[src/rtl/delay_line_pkg.sv]
// Shared types and helpers for the programmable delay line.
package delay_line_pkg;

    typedef enum logic [1:0] {
        LOAD,
        RUN,
        DRAIN
    } dl_state_e;

    localparam int unsigned DL_MIN_DELAY = 1;

    // Width needed to hold any delay value 0..max_delay.
    function automatic int unsigned dl_dw(input int unsigned max_delay);
        return $clog2(max_delay + 1);
    endfunction

    // Map a raw delay request onto the legal range 1..max_delay.
    function automatic int unsigned dl_clamp(input int unsigned sel,
                                             input int unsigned max_delay);
        if (sel < DL_MIN_DELAY) begin
            return DL_MIN_DELAY;
        end
        if (sel > max_delay) begin
            return max_delay;
        end
        return sel;
    endfunction

endpackage

[src/rtl/delay_line_stage.sv]
// One delay-line stage: a resettable valid bit plus an unreset data register.
module delay_line_stage #(
    parameter int unsigned WIDTH = 8
) (
    input  logic             clk,
    input  logic             reset,
    input  logic             valid_i,
    input  logic [WIDTH-1:0] data_i,
    input  logic             clear_i,
    output logic             valid_o,
    output logic [WIDTH-1:0] data_o
);

    logic             valid_q;
    logic [WIDTH-1:0] data_q;

    // Valid bit; clear_i kills the incoming beat (beyond active depth or flush).
    always_ff @(posedge clk or posedge reset) begin
        if (reset) begin
            valid_q <= 1'b0;
        end else begin
            valid_q <= valid_i & ~clear_i;
        end
    end

    // Data payload; meaningless whenever valid_q is low, so no reset.
    always_ff @(posedge clk) begin
        data_q <= data_i;
    end

    assign valid_o = valid_q;
    assign data_o  = data_q;

endmodule

[src/rtl/delay_line_reg.sv]
// Runtime-programmable fixed-latency delay line with drain-and-reload reprogramming.
module delay_line_reg
    import delay_line_pkg::*;
#(
    parameter int unsigned      WIDTH     = 8,
    parameter int unsigned      MAX_DELAY = 8,
    parameter logic [WIDTH-1:0] RESET_VAL = '0,
    localparam int unsigned     DW        = dl_dw(MAX_DELAY)
) (
    input  logic             clk,
    input  logic             reset,
    input  logic             in_valid,
    input  logic [WIDTH-1:0] in_data,
    output logic             in_ready,
    input  logic [DW-1:0]    delay_sel,
    input  logic             flush,
    output logic             out_valid,
    output logic [WIDTH-1:0] out_data,
    output logic             busy,
    output logic [DW-1:0]    cur_delay
);

    dl_state_e        state_q, state_d;
    logic [DW-1:0]    cur_delay_q, cur_delay_d;
    logic [DW-1:0]    occ_q, occ_d;
    logic [DW-1:0]    req;
    logic             accept;

    logic [MAX_DELAY-1:0] stg_valid;
    logic [MAX_DELAY-1:0] stg_valid_in;
    logic [MAX_DELAY-1:0] stg_clear;
    logic [WIDTH-1:0]     stg_data    [MAX_DELAY];
    logic [WIDTH-1:0]     stg_data_in [MAX_DELAY];
    logic [WIDTH-1:0]     tap_data;

    // Clamped delay request.
    always_comb begin
        req = DW'(dl_clamp(32'(delay_sel), MAX_DELAY));
    end

    // Ready only in RUN with a stable request; kept apart from the FSM to avoid a
    // false loop through accept -> occupancy -> drain-done.
    always_comb begin
        in_ready = 1'b0;
        if (!flush && state_q == RUN) begin
            in_ready = (req == cur_delay_q);
        end
    end

    assign accept = in_valid & in_ready;

    // Shift chain; stages at or beyond the active depth never hold a valid beat.
    for (genvar i = 0; i < int'(MAX_DELAY); i++) begin : g_stage
        if (i == 0) begin : g_head
            assign stg_valid_in[i] = accept;
            assign stg_data_in[i]  = in_data;
        end else begin : g_body
            assign stg_valid_in[i] = stg_valid[i-1];
            assign stg_data_in[i]  = stg_data[i-1];
        end
        assign stg_clear[i] = flush | (i >= int'(cur_delay_q));

        delay_line_stage #(
            .WIDTH (WIDTH)
        ) u_stage (
            .clk     (clk),
            .reset   (reset),
            .valid_i (stg_valid_in[i]),
            .data_i  (stg_data_in[i]),
            .clear_i (stg_clear[i]),
            .valid_o (stg_valid[i]),
            .data_o  (stg_data[i])
        );
    end

    // Output tap at stage cur_delay-1.
    always_comb begin
        out_valid = 1'b0;
        tap_data  = stg_data[0];
        for (int unsigned i = 0; i < MAX_DELAY; i++) begin
            if (i == 32'(cur_delay_q) - 32'd1) begin
                out_valid = stg_valid[i];
                tap_data  = stg_data[i];
            end
        end
    end

    assign out_data  = out_valid ? tap_data : RESET_VAL;
    assign busy      = (occ_q != '0);
    assign cur_delay = cur_delay_q;

    // In-flight beat count: up on accept, down as the tap beat leaves.
    always_comb begin
        occ_d = occ_q;
        if (flush) begin
            occ_d = '0;
        end else if (accept && !out_valid) begin
            occ_d = occ_q + 1'b1;
        end else if (!accept && out_valid) begin
            occ_d = occ_q - 1'b1;
        end
    end

    // FSM next state; flush overrides everything and forces a reload.
    always_comb begin
        state_d     = state_q;
        cur_delay_d = cur_delay_q;
        if (flush) begin
            state_d = LOAD;
        end else begin
            unique case (state_q)
                LOAD: begin
                    cur_delay_d = req;
                    state_d     = RUN;
                end
                RUN: begin
                    if (req != cur_delay_q) begin
                        state_d = DRAIN;
                    end
                end
                DRAIN: begin
                    // No shortcut back to RUN even if the request reverts.
                    if (occ_d == '0) begin
                        state_d = LOAD;
                    end
                end
                default: state_d = LOAD;
            endcase
        end
    end

    // Control state registers.
    always_ff @(posedge clk or posedge reset) begin
        if (reset) begin
            state_q     <= LOAD;
            cur_delay_q <= DW'(MAX_DELAY);
            occ_q       <= '0;
        end else begin
            state_q     <= state_d;
            cur_delay_q <= cur_delay_d;
            occ_q       <= occ_d;
        end
    end

endmodule

[config.mk]
export PLATFORM = sky130hd
export DESIGN_NAME = delay_line_reg
export DESIGN_NICKNAME = d
export VERILOG_FILES = /design/src/rtl/delay_line_pkg.sv /design/src/rtl/delay_line_stage.sv /design/src/rtl/delay_line_reg.sv
export SDC_FILE = /design/constraint.sdc
export NUM_CORES = 1
export LEC_CHECK = 0
export ABC_CLOCK_PERIOD_IN_PS = 8940
export CAP_MARGIN = 15
export CELL_PAD_IN_SITES_DETAIL_PLACEMENT = 1
export CELL_PAD_IN_SITES_GLOBAL_PLACEMENT = 2
export CORE_MARGIN = 1.5
export CORE_UTILIZATION = 44
export DETAILED_ROUTE_END_ITERATION = 7
export DONT_BUFFER_PORTS = 1
export PLACE_DENSITY_LB_ADDON = 0.1
export SYNTH_ARGS = -nofsm -noshare
export SYNTH_HDL_FRONTEND = slang
export SYNTH_HIERARCHICAL = 1
export SYNTH_SLANG_ARGS = --single-unit
[constraint.sdc]
create_clock -name clk -period 8.94 [get_ports clk]
set_clock_uncertainty 0.15 [all_clocks]
set_input_delay 2.235 -clock clk [delete_from_list [all_inputs] [get_ports clk]]
set_output_delay 2.235 -clock clk [all_outputs]
set_load 0.005 [all_outputs]
==> After elaboration in Yosys (flattened, before gate mapping) <==
Cells that the tools add are included.
{ "totals": {"word_cells": 114, "output_inout_bits": 15, "reg_bits": 82} }
{ "classes": {"n_eq_ne": 13, "addsub": 3, "bitwise": 26, "n_mux": 31, "order_cmp": 10, "n_reduce_logical": 12} }
{ "op_table": {"columns": ["cell", "count"], "rows": [
  ["equality test 3 x 32 -> 1 bit (first input constant)", 4],
  ["equality test 2 x 32 -> 1 bit (first input constant)", 2],
  ["2-to-1 mux 8 bit", 8],
  ["equality test 1 x 32 -> 1 bit (first input constant)", 1],
  ["logical NOT 32 bit", 1],
  ["2-to-1 mux 4 bit", 6],
  ["greater-or-equal comparator 3 x 4 -> 1 bit (first input constant)", 4],
  ["2-to-1 mux 1 bit", 13],
  ["bitwise AND 1 bit", 9],
  ["NOT 1 bit", 9],
  ["greater-or-equal comparator 1 x 4 -> 1 bit (first input constant)", 2],
  ["greater-or-equal comparator 2 x 4 -> 1 bit (first input constant)", 2],
  ["bitwise OR 1 bit", 8],
  ["2-to-1 mux 2 bit", 3],
  ["one-hot mux 2 bit (3 select lines)", 1],
  ["subtractor 4 x 1 -> 5 bit (second input constant)", 1],
  ["adder 4 x 1 -> 4 bit (second input constant)", 1],
  ["equality test 4 bit", 1],
  ["greater-than comparator 4 bit (second input constant)", 1],
  ["logical NOT 4 bit", 1],
  ["< comparator 4 x 1 -> 1 bit (second input constant)", 1],
  ["inequality test 4 bit", 1],
  ["AND reduction 2 bit", 2],
  ["nonzero test 4 bit", 1],
  ["other kinds (8)", 12]
]} }

==> Logic depth before layout (Yosys ltp) <==
{ "depth": {"ltp_word": 18, "mapped_depth": 10} }

==> Hierarchy <==
Netlist, hierarchy kept.
{ "modules_own_cells": {"columns": ["module", "instances", "cells_each", "seq_area_each_um2", "area_each_um2"], "rows": [
  ["delay_line_stage", 8, 11, 185.2, 202.7],
  ["delay_line_reg", 1, 199, 251.5, 1492.7]
]} }

==> Worst setup path before layout <==
Ideal clock, no wire load.
{ "synth_timing": {"path_kind": "input port to output port", "startpoint": "input delay_sel[3]", "endpoint": "output in_ready", "n_path_buf": 0, "cell_stages": 4, "setup_slack_ns": 3.677, "arrival_ns": 2.878, "path_cell_list": "nand2b_1 > a211o_1 > o211ai_1 > nor2_1"} }
{ "synth_via": {"elab_chain_len": 7, "word_cells_on_any_way": 11} }
{ "synth_rtl": {"columns": ["item", "line", "source"], "rows": [
  ["start, declared", "delay_line_reg.sv:15", "input logic [DW-1:0] delay_sel,"],
  ["< comparator 4 x 1 -> 1 bit or greater-than comparator 4 bit (tied branches)", "delay_line_pkg.sv:20, delay_line_pkg.sv:23", null],
  ["2-to-1 mux 1 bit, on equally long branches", "delay_line_pkg.sv:20, delay_line_pkg.sv:23", null],
  ["2-to-1 mux 4 bit or 2-to-1 mux 1 bit (tied branches)", "delay_line_pkg.sv:23", "if (sel > max_delay) begin"],
  ["2-to-1 mux 4 bit", "delay_line_pkg.sv:26", "return sel;"],
  ["2-to-1 mux 4 bit *", "delay_line_pkg.sv:23", null],
  ["equality test 4 bit *", "delay_line_reg.sv:46", "in_ready = (req == cur_delay_q);"],
  ["2-to-1 mux 1 bit *", "delay_line_reg.sv:45", "if (!flush && state_q == RUN) begin"],
  ["end, declared", "delay_line_reg.sv:14", "output logic in_ready,"]
]} }
Mark *: on every way between the ends. The rest lies on a longest branch, timed or not. The select of a mux whose other input is x is not followed.

==> Worst setup path in the final report <==
{ "layout_timing": {"startpoint": "register cur_delay_q[1], in the netlist cur_delay[1]", "endpoint": "output out_data[4]"} }
{ "layout_via": {"elab_chain_len": 11, "word_cells_on_any_way": 25} }
{ "layout_rtl": {"columns": ["item", "line", "source"], "rows": [
  ["start, declared", "delay_line_reg.sv:24", "logic [DW-1:0] cur_delay_q, cur_delay_d;"],
  ["start signal, assigned", "delay_line_reg.sv:136", "cur_delay_q <= DW'(MAX_DELAY);"],
  ["start signal, assigned", "delay_line_reg.sv:140", "cur_delay_q <= cur_delay_d;"],
  ["subtractor 4 x 1 -> 5 bit *", "delay_line_reg.sv:81", "if (i == 32'(cur_delay_q) - 32'd1) begin"],
  ["logical NOT 32 bit", "delay_line_reg.sv:81", null],
  ["2-to-1 mux 1 bit (8 in a row)", "delay_line_reg.sv:81", null],
  ["2-to-1 mux 8 bit *", "delay_line_reg.sv:88", "assign out_data = out_valid ? tap_data : RESET_VAL;"],
  ["end, declared", "delay_line_reg.sv:18", "output logic [WIDTH-1:0] out_data,"]
]} }
Mark *: on every way between the ends. The rest lies on a longest branch, timed or not.

==> impl_metrics.tcl <==
set metrics [dict create \
    ys.flop_type "dfxtp_1" \
    min_period_ns 5.70 \
    irDropWorstVdd_mv 0.151 \
    h-tree-depth 3 \
    postCtsSetupBuffers 0 \
    cts_sinks 82 \
    cts_tree "yes" \
    yosysWarnings 6 \
    grt_max_degree 24 \
    final_cells 383 \
    fillers 752 \
    post_cts_resized 0 \
    clk_pin_slew_ns 0.08 \
    rsz0062_at_grt "no" \
    synth_edf_count 0 \
    row_count 30 \
    path_cells "nor3b_2 > o21ai_0 > nand2_1 > o31ai_1 > a221oi_1 > a211oi_1 > nor3_1" \
    placed_cells 367 \
    ys_seq_area_frac 0.556 \
    power.total_mw 1.09 \
    p_leak_nw 1.33 \
    hp-start "g_stage[2].u_stage/data_o[4]" \
    critPathCaptureType "output pin" \
    drive_gt1_frac 0.132 \
    async_flop_share 0.220 \
    start_util 0.456 \
    slew_headroom 0.305 \
    wl_met3_um 177 \
    crit_fanout 21 \
    final-hold-violation-count 0 \
    drt-total-wl_um 6030 \
    place.gp.congestion 0.709 \
    holdWs_ns 0.198 \
    via_per_inst 5.18 \
    start_kind "flip-flop" \
    ant_nets 0 \
    cts_buffer_depth 2 \
    dieArea_sq_mm 0.00759 \
    setup_tns_ns 0 \
    fin_ws_ns 3.24 \
    top_layer_used "met4" \
    ys_types 47 \
    holdBufCountCts 0 \
    drv_slew 0 \
    cts-buffers-inserted 9 \
    antenna_found_initial 0 \
    grt_pass1_wl_um 9690 \
    root_buffer "clkbuf_8" \
    dieHeight_um 87.1 \
    area_delta_synth_final_pct 6.87 \
    post-dp-hpwl_um 4080 \
    wl_per_cell_um 15.7 \
    fin_crit_sh 0.637 \
    core-area_sq_mm 0.00683 \
    ios 31 \
    die_w_um 87.1 \
    path_class "reg -> out" \
    synth_area_sq_mm 0.00311 \
    arrival_ns 3.31 \
    finalSetupViolCount 0 \
    post_synth.cell_area_avg_sq_um 10.9 \
    syn_nets 306 \
    drt_iter0_drc 46 \
    ys_seq_elements 82 \
    power_density_mw_per_mm2 328 \
    nNetsFinal 301 \
    place_ws_ns 3.57 \
    tightestPinTransition_ns 1.04 \
    status "completed" \
    slowest_delay_ns 0.90 \
    clk_latency_ns 0.35 \
    first_pass_iters 4 \
    met2WireLength_um 2750 \
    grt_pass1_vias 1978 \
    synthesis.instances 287 \
    numPortBuffers 0 \
    wl_met1_um 2980 \
    drc 0 \
    worstHoldPathType "reg -> reg" \
    critPathLaunch "cur_delay[1]" \
    required_ns 6.56 \
    antenna_cells 0 \
    clock.fmax_ghz 0.175 \
    worstReg2RegStart "cur_delay[0]" \
    cp_slowest_cell "nor3b_2" \
    via_count 1983 \
    grt_use_total 0.171 \
    grt.overflow.total 0 \
    drv_cap 0 \
]
[cells in the final DEF, fill, tap and decap left out, types with 2 or more instances in the layout]
cell | synthesis | layout
dfxtp_1 | 64 | 64
nor2_1 | 29 | 29
a211oi_1 | 22 | 22
inv_1 | 17 | 17
dfrtp_1 | 17 | 17
mux2i_1 | 16 | 16
a21oi_1 | 12 | 12
nand2_1 | 10 | 10
o21ai_0 | 10 | 10
clkbuf_8 | 0 | 9
mux2_2 | 8 | 8
nor2b_4 | 8 | 8
or3_1 | 5 | 5
nand2b_1 | 5 | 5
xnor2_1 | 5 | 5
nor3_1 | 4 | 4
a21o_1 | 4 | 4
nor2b_1 | 3 | 3
ha_1 | 3 | 3
a311oi_1 | 2 | 2
and3_1 | 2 | 2
o31ai_1 | 2 | 2
clkbuf_1 | 8 | 2
inv_6 | 0 | 2
[sequential cells by signal, summed over array words and instances (netlist names)]
| name | cells |
|---|---|
| g_stage.u_stage/data_o | 64 |
| g_stage.u_stage/valid_o | 8 |
| cur_delay | 4 |
| occ_q | 4 |
| state_q | 2 |
[logic make-up (layout without fill, tap and decap cells)]
group                      Yosys count  count (layout)  synth area share
AOI/OAI and AO/OA                   64              64             0.145
xor gates and xnor gates             5               5            0.0141
adders and majority gates            4               4            0.0153
buffers and inverters               34              34            0.0490
DFF                                 82              82             0.556
muxes                               24              24            0.0804
and+or+nand+nor                     74              74             0.140
[critical path: cells and delay by family, from the launching register on]
family / cells / cell delay, ns
AOI/OAI and AO/OA: 4 / 0.73
DFF: 1 / 0.79
and+or+nand+nor: 3 / 1.44
[final timing paths]
path / end / slack [ns] / depth (start not counted)
max: out_data[4] / 3.24 / 7
min: g_stage[3].u_stage/data_o[4] / 0.20 / 0
max reg2reg: state_q[1] / 5.18 / 8
min reg2reg: g_stage[3].u_stage/data_o[4] / 0.20 / 0
max in group asynchronous: cur_delay[3] / 6.73 / 1
min in group asynchronous: g_stage[6].u_stage/valid_o / 1.45 / 1
[per-layer routing]
layer,track usage,vias to the layer above
met3,0.0417,10
met4,0.0851,0
met1,0.225,966
met2,0.263,27
li1,-,980
met5,0,-
[cell type report]
type                       count  area (sq um)  area share
clock buffer                  11           131      0.0395
clock inverter                 5          38.8      0.0117
inverter                      17          63.8      0.0192
multi-input combinational    171          1230       0.371
sequential                    82          1730       0.521
tap                           96           120      0.0361
timing repair buffer           1          7.51     0.00226
[cell usage after synthesis, types with 2 or more instances]
cell | number | area [sq um]
dfrtp_1 | 17 | 425
o21ai_0 | 10 | 50.1
dfxtp_1 | 64 | 1280
clkbuf_1 | 8 | 30.0
nand2b_1 | 5 | 31.3
ha_1 | 3 | 37.5
nor2_1 | 29 | 109
a311oi_1 | 2 | 17.5
buf_6 | 2 | 22.5
a21oi_1 | 12 | 60.1
mux2i_1 | 16 | 160
a211oi_1 | 22 | 165
xnor2_1 | 5 | 43.8
a21o_1 | 4 | 30.0
nor3b_1 | 2 | 15.0
inv_1 | 17 | 63.8
buf_2 | 5 | 25.0
nand2_1 | 10 | 37.5
mux2_2 | 8 | 90.1
nor2b_1 | 3 | 18.8
or3_1 | 5 | 31.3
o31ai_1 | 2 | 15.0
nor2b_4 | 8 | 110
nor3_1 | 4 | 20.0
and3_1 | 2 | 12.5
[power breakdown]
part,switching (mW),leakage [nW],internal [mW]
Combinational,0.225,0.461,0.164
Sequential,0.0627,0.781,0.402
Clock,0.135,0.0843,0.103
Total,0.422,1.33,0.669
[metrics by stage]
stage           util  cell area [sq um]
2_1_floorplan      -               3110
3_3_place_gp   0.462               3160
3_5_place_dp   0.462               3160
4_1_cts        0.487               3330
5_1_grt        0.487               3330
6_report       0.487               3330
No activity file was read; power rests on OpenSTA's default activity.
